==> config.mk <==
export PLATFORM = sky130hd
export DESIGN_NAME = accel_spi_reader
export DESIGN_NICKNAME = d
export VERILOG_FILES = /design/src/rtl/accel_spi_reader.sv
export SDC_FILE = /design/constraint.sdc
export NUM_CORES = 1
export LEC_CHECK = 0
export BUFFER_PORTS_ARGS = -buffer_cell sky130_fd_sc_hd__buf_2
export CAP_MARGIN = 20
export CORE_MARGIN = 3
export CORE_UTILIZATION = 56
export CTS_CLUSTER_SIZE = 40
export DETAILED_ROUTE_END_ITERATION = 16
export PLACE_DENSITY = 0.85
export RECOVER_POWER = 50
export SKIP_LAST_GASP = 1
export SYNTH_ARGS = -nofsm -noshare
export SYNTH_HDL_FRONTEND = slang
export SYNTH_SLANG_ARGS = --single-unit
==> constraint.sdc <==
create_clock -name clk -period 4.2 [get_ports clk]
set_input_delay 0.42 -clock clk [delete_from_list [all_inputs] [get_ports clk]]
set_output_delay 0.42 -clock clk [all_outputs]
set_load 0.05 [all_outputs]
==> src/rtl/accel_spi_reader.sv <==
// accel_spi_reader: SPI mode-3 master for an ADXL345-style accelerometer.
// After reset it writes DATA_FORMAT (0x31 <- 0x0B) and POWER_CTL (0x2D <- 0x08),
// then performs a 6-byte multi-byte read from 0x32 every SAMPLE_PERIOD clocks
// and presents the assembled X/Y/Z words with a one-cycle sample_valid strobe.
//
// Ports:
//   clk          system clock, all flops on its rising edge
//   rst          asynchronous active-low reset
//   spi_sclk     SPI clock, idles high
//   spi_cs_n     chip select, active low
//   spi_mosi     master data out, MSB first
//   spi_miso     slave data in, sampled on SCLK rising edges during reads
//   X/Y/Z_coordinate  last sample, {high byte, low byte}, raw two's complement
//   sample_valid one-cycle pulse when X/Y/Z update
//   init_done    high once both configuration writes have completed
module accel_spi_reader #(
  parameter int unsigned CLK_DIV       = 4,
  parameter int unsigned SAMPLE_PERIOD = 10000
) (
  input  logic        clk,
  input  logic        rst,
  output logic        spi_sclk,
  output logic        spi_cs_n,
  output logic        spi_mosi,
  input  logic        spi_miso,
  output logic [15:0] X_coordinate,
  output logic [15:0] Y_coordinate,
  output logic [15:0] Z_coordinate,
  output logic        sample_valid,
  output logic        init_done
);

  localparam int unsigned CW = $clog2(2 * CLK_DIV + 1);
  localparam int unsigned TW = $clog2(SAMPLE_PERIOD) + 1;
  localparam int unsigned HW = 7;

  localparam logic [CW-1:0] DIV_LAST  = CW'(CLK_DIV - 1);
  localparam logic [CW-1:0] GAP_LAST  = CW'(2 * CLK_DIV - 2);
  // IDLE hands over one cycle early so the READ launch lands on timer == SAMPLE_PERIOD-1.
  localparam logic [TW-1:0] TIMER_ARM = TW'(SAMPLE_PERIOD - 2);
  // Half-period index at which cs_n rises: 2N+1 for N bits.
  localparam logic [HW-1:0] WR_END    = HW'(33);
  localparam logic [HW-1:0] RD_END    = HW'(113);

  typedef enum logic [2:0] {
    ST_INIT_FMT,
    ST_GAP_FMT,
    ST_INIT_PWR,
    ST_GAP_PWR,
    ST_IDLE,
    ST_READ,
    ST_DONE
  } state_e;

  state_e        state_q, state_d;
  logic [CW-1:0] cnt_q, cnt_d;
  logic [HW-1:0] h_q, h_d;
  logic [15:0]   tx_q, tx_d;
  logic [47:0]   rx_q, rx_d;
  logic [TW-1:0] timer_q, timer_d;
  logic          sclk_q, sclk_d;
  logic          cs_n_q, cs_n_d;
  logic          mosi_q, mosi_d;
  logic [15:0]   x_q, x_d, y_q, y_d, z_q, z_d;
  logic          valid_q, valid_d;
  logic          init_done_q, init_done_d;

  logic [15:0]   tx_load;
  logic [HW-1:0] end_h;
  logic [HW-1:0] h_next;
  logic          is_read;

  // Next-state and registered-output logic.
  always_comb begin
    state_d     = state_q;
    cnt_d       = cnt_q;
    h_d         = h_q;
    tx_d        = tx_q;
    rx_d        = rx_q;
    timer_d     = timer_q + TW'(1);
    sclk_d      = sclk_q;
    cs_n_d      = cs_n_q;
    mosi_d      = mosi_q;
    x_d         = x_q;
    y_d         = y_q;
    z_d         = z_q;
    valid_d     = 1'b0;
    init_done_d = init_done_q;

    h_next  = h_q + HW'(1);
    is_read = (state_q == ST_READ);
    tx_load = 16'h0000;
    end_h   = WR_END;

    case (state_q)
      ST_INIT_FMT: tx_load = 16'h310B;
      ST_INIT_PWR: tx_load = 16'h2D08;
      ST_READ: begin
        tx_load = 16'hF200;
        end_h   = RD_END;
      end
      default: ;
    endcase

    case (state_q)
      ST_INIT_FMT, ST_INIT_PWR, ST_READ: begin
        if (cs_n_q) begin
          // Launch: cs_n falls and the first bit is presented on the same edge.
          cs_n_d = 1'b0;
          sclk_d = 1'b1;
          tx_d   = tx_load;
          mosi_d = tx_load[15];
          cnt_d  = '0;
          h_d    = '0;
          if (is_read) timer_d = '0;
        end else if (cnt_q == DIV_LAST) begin
          cnt_d = '0;
          h_d   = h_next;
          if (h_next == end_h) begin
            cs_n_d = 1'b1;
            case (state_q)
              ST_INIT_FMT: state_d = ST_GAP_FMT;
              ST_INIT_PWR: begin
                state_d     = ST_GAP_PWR;
                init_done_d = 1'b1;
              end
              default:     state_d = ST_DONE;
            endcase
          end else if (h_next[0]) begin
            // Falling edge: present the current MSB (first fall repeats the launch bit).
            sclk_d = 1'b0;
            mosi_d = tx_q[15];
          end else begin
            // Rising edge: slave samples mosi, we capture miso and advance tx.
            sclk_d = 1'b1;
            tx_d   = {tx_q[14:0], 1'b0};
            if (is_read) rx_d = {rx_q[46:0], spi_miso};
          end
        end else begin
          cnt_d = cnt_q + CW'(1);
        end
      end

      ST_GAP_FMT, ST_GAP_PWR: begin
        // Exit one cycle early; the next state's launch edge completes the 2*D gap.
        if (cnt_q == GAP_LAST) begin
          cnt_d   = '0;
          state_d = (state_q == ST_GAP_FMT) ? ST_INIT_PWR : ST_READ;
        end else begin
          cnt_d = cnt_q + CW'(1);
        end
      end

      ST_IDLE: begin
        if (timer_q == TIMER_ARM) state_d = ST_READ;
      end

      ST_DONE: begin
        // rx holds b0..b5 oldest-first in the top bytes.
        x_d     = {rx_q[39:32], rx_q[47:40]};
        y_d     = {rx_q[23:16], rx_q[31:24]};
        z_d     = {rx_q[7:0],   rx_q[15:8]};
        valid_d = 1'b1;
        state_d = ST_IDLE;
      end

      default: state_d = ST_INIT_FMT;
    endcase
  end

  // State and output registers.
  always_ff @(posedge clk or negedge rst) begin
    if (!rst) begin
      state_q     <= ST_INIT_FMT;
      cnt_q       <= '0;
      h_q         <= '0;
      tx_q        <= '0;
      rx_q        <= '0;
      timer_q     <= '0;
      sclk_q      <= 1'b1;
      cs_n_q      <= 1'b1;
      mosi_q      <= 1'b0;
      x_q         <= '0;
      y_q         <= '0;
      z_q         <= '0;
      valid_q     <= 1'b0;
      init_done_q <= 1'b0;
    end else begin
      state_q     <= state_d;
      cnt_q       <= cnt_d;
      h_q         <= h_d;
      tx_q        <= tx_d;
      rx_q        <= rx_d;
      timer_q     <= timer_d;
      sclk_q      <= sclk_d;
      cs_n_q      <= cs_n_d;
      mosi_q      <= mosi_d;
      x_q         <= x_d;
      y_q         <= y_d;
      z_q         <= z_d;
      valid_q     <= valid_d;
      init_done_q <= init_done_d;
    end
  end

  assign spi_sclk     = sclk_q;
  assign spi_cs_n     = cs_n_q;
  assign spi_mosi     = mosi_q;
  assign X_coordinate = x_q;
  assign Y_coordinate = y_q;
  assign Z_coordinate = z_q;
  assign sample_valid = valid_q;
  assign init_done    = init_done_q;

endmodule
==> results <==
- The net count of the finished layout is roughly 640.
- The met2 wire length is between 6000 and 7000 um.
- After detailed routing, the number of vias per cell comes to around 5.6.
- The number of clock buffers added by TritonCTS is 17.
- The cell with the largest stage delay on the worst path is a32oi_1.
- The library cell used as clock root buffer is clkbuf_8.
- The region available for standard cell placement spans between 10,000 and 15,000 sq um.
- Data on the critical path arrives at its endpoint at ~4000 ps.
- The initial utilization of the core area, before any placement, comes to roughly 59%.
- Based on the critical path, the design can be clocked at up to 0.2873 GHz.
- The CTS sink count is around 150.
- Row generation in the floorplan step produced 37 rows.
- Clock skew on the completed layout was measured at roughly 12 ps.
- The total chip power is between 2 and 3 mW.
- The headroom to the max-slew limit is -0.3467%.
- Synthesis produced a netlist whose cell count is around 580.
- The first detailed-routing pass ran for 5 iterations.
- The category of cells accounting for the largest share of critical-path delay is compound AO/OA/AOI/OAI gates.
- The total half-perimeter wirelength after legalization and detailed placement is 7549 um.
- Summing all multi-input logic gate instances after layout gives 2317 sq um.
- The die is 111.1 um wide.
- The final reports fail on max-capacitance violations, max-slew violations.
- The critical-path maximum fanout is 14.
- The flow ran to the end, but the final reports show violations.
- Summing every instance area after synthesis gives about 6200 sq um.
- Clock-pin slew was measured on the worst setup and hold paths at about 70 ps.
- The wire length reported by the detailed router is 12,210 um.
- The count of antenna diodes in the layout is 0.
- Power spread over the standard cell area amounts to roughly 410 nW/um^2.
- The worst path needs between 3000 and 4000 ps of the cycle, external delays included.
- The count of nets left with antenna violations once routing finished came out at 0.
- During I/O placement, the number of pins put on the boundary was 56.
- The post-synthesis cell type count is roughly 50.
- The area taken by flip-flops and latches is roughly 3700 sq um.
- The post-route clock period utilization is a little over 80%.
- The die boundary height is about 110 um.
- In the final routing, the length of wire on met1 measures approximately 5100 um.
- The total number of yosys warnings is 0.
- Dividing the detail-routed wire length by the instance count gives around 16 um.
- The overall die area is between 10,000 and 15,000 sq um.
- The aggregate global-route resource usage is 20.87%.
- The signal on the critical path passes through ha_1 -> and2_1 -> a21oi_1 -> o22ai_1 -> a32oi_1 -> nand3_1 -> a221o_1.
- After clock tree synthesis, the setup repair step added 0 buffers.
- The count of port buffers added during placement is between 50 and 60.
- Hold timing on the final database bottoms out at a slack of 102.0 ps.
- The number of nets produced by synthesis is about 590.
- TritonCTS built the clock tree.
- Gates resized during post-CTS repair numbered 0.
- The launching element type of the critical path is a flip-flop.
- Adding up every negative setup slack in the final design gives 0 ps.
- The met3 wire length is slightly below 500 um.
- The first global-routing pass estimated ~21,000 um of wire.
- The number of synthesized flops with an enable pin is 0.
- The number of slew-limit violations in the final report came to 26.
- After global routing the overflow that remains totals 0.
- The number of global-route vias before repair is ~4,400.
- Across the run, the number of max-cap violations was 2.
- For this run, design rule violations remaining after detail routing come to 0.
- The number of flip-flops and latches in the synthesized netlist is about 150.
- The initial antenna violation count was 0.
- The worst path setup slack after routing is 719.3 ps.
- For the pin with the worst max-slew slack, the measured transition is about 1500 ps.
- The worst-case IR drop observed on VDD is about 0.22 mV.
- The sequential area share after synthesis is between 50% and 60%.
- Setup violations remaining at the end of the flow were counted as 0.
- Each instance of the synthesized netlist takes up on average roughly 11 sq um.
- The leading register cell type out of synthesis is dfrtp_1.
- Counting both buffers and inverters, the worst setup path holds a total of 0.
- The highest metal layer carrying signal wires in the routed design is met4.
- The longest clock path from root to sink contains 2 buffers.
- The violation count after the first detailed-route iteration is between 300 and 400.
- The worst setup path is of the reg2reg kind.
- Entering global routing, the biggest net connects between 100 and 150 pins.
- Fill cells in the final layout number 766.
- The pre-CTS setup slack is a little under 900 ps.
- Compared with the post-synthesis result, the final layout area differs by 14.65%.
- The critical path data required time is between 4000 and 5000 ps.
- For the worst-skew pair, the clock arrives at the later sink with an insertion delay of about 530 ps.
- Routability-driven placement finished with a final weighted congestion of about 0.8.
- The largest stage delay on the critical path is between 800 and 900 ps.
- In this run the worst hold path is classified as in2reg.
- The number of hold violations in the final report came to 0.
- Setup repair after global routing left no endpoint under its margin.
- The H-tree was split into 4 levels.
- Summing over every cut layer, the via total after detailed routing is 4,360.
- The share of final-layout standard cells stronger than drive strength 1 is roughly 16%.
- The worst setup path is captured at a flip-flop.
- The async set or reset register ratio after synthesis is 100.0%.
- The leakage power is 3.709 nW.
==> report_power, final <==
part,total [mW],internal [mW],switching (mW)
clock network,1.49,0.834,0.658
registers,1.41,1.41,0.000292
logic,0.0307,0.00430,0.0264
total,2.93,2.24,0.685
==> registers in the layout (all words and copies together) (netlist names) <==
name	cells
spi_cs_n	1
init_done	1
Z_coordinate	16
h_q	7
sample_valid	1
spi_sclk	1
cnt_q	4
Y_coordinate	16
spi_mosi	1
state_q	3
timer_q	15
tx_q	16
rx_q	48
X_coordinate	16
==> cells by family (layout without fill, tap and decap cells) <==
| group | after synthesis | in the layout | share of synthesized area [%] |
|---|---|---|---|
| AO/OA/AOI/OAI | 62 | 62 | 7.296 |
| AND/OR/NAND/NOR | 260 | 260 | 18.11 |
| adder cells (fa/ha/maj) | 6 | 6 | 1.213 |
| multiplexers | 49 | 49 | 8.893 |
| flip-flops | 146 | 146 | 59.05 |
| buffers and inverters | 48 | 109 | 3.598 |
| XOR/XNOR | 13 | 13 | 1.839 |
==> worst register-to-register path, delay by kind of cell (launching register included) <==
kind            cells  cell delay (ps)
fa+ha+maj           1              330
flops               1              520
simple gates        2              850
compound gates      4             1660
==> placed cells by master (no fill, tap or decap), types with 14 or more instances in the layout <==
cell	n
mux2_2	32
nand3_1	17
nand2_1	164
clkbuf_16	16
a21oi_1	14
buf_2	29
clkbuf_1	27
dfrtp_1	144
inv_1	16
nor2_1	32
mux2_1	16
==> final cells by class <==
type	count	area share, %
Timing Repair Buffer	61	4.319
Multi-Input combinational cell	390	32.65
Clock inverter	14	2.256
Inverter	16	0.8461
Tap cell	136	2.397
Sequential cell	146	51.51
Clock buffer	18	6.029
==> routing by layer <==
metal | vias to the layer above | global-route usage [%]
met1 | 2154 | 26.96
li1 | 2065 | -
met4 | 0 | 8.110
met2 | 126 | 35.19
met5 | - | 0
met3 | 15 | 3.766
==> path summary, 6_finish.rpt <==
kind                                   from          endpoint  slack, ps  cells after the start
hold / removal                     spi_miso           rx_q[0]        100                      2
min in group asynchronous               rst        timer_q[9]        800                      2
setup / recovery                     h_q[0]           tx_q[9]        720                      7
hold reg to reg            X_coordinate[14]  X_coordinate[14]        470                      2
max in group asynchronous               rst          rx_q[27]        910                      4
setup reg to reg                     h_q[0]           tx_q[9]        720                      7
==> cell usage after synthesis (all sizes together) (3+ instances only) <==
library cell | n | share of area (%)
xnor2 | 4 | 0.57
a21oi | 14 | 1.1
nor3 | 10 | 0.81
nor2b | 7 | 0.71
clkbuf | 19 | 1.2
nand2 | 164 | 9.9
mux2 | 48 | 8.7
nand3 | 19 | 1.6
o21ai | 13 | 1.1
buf | 13 | 1.5
nand4 | 6 | 0.61
and2 | 3 | 0.30
a21o | 3 | 0.36
a221o | 6 | 0.97
nor4 | 3 | 0.30
nor2 | 32 | 1.9
xor2 | 9 | 1.3
dfrtp | 144 | 58
or3 | 6 | 0.61
a221oi | 3 | 0.63
ha | 6 | 1.2
a32o | 5 | 0.81
inv | 16 | 0.97
a211oi | 3 | 0.36
==> stage by stage <==
stage / std cells / cell area (sq um) / util, %
floorplan: 584 / 6191 / -
global placement: 746 / 6507 / 61.65
detailed placement: 746 / 6507 / 61.65
CTS: 778 / 7096 / 67.22
global route: 781 / 7098 / 67.25
finish: 781 / 7098 / 67.25
==> what timing repair did <==
item                                   in CTS  in global routing
setup endpoints to repair                   0                  0
hold buffers                                0                  1
endpoints found under the hold margin       0                 26
(Power assumes the default switching activity.)
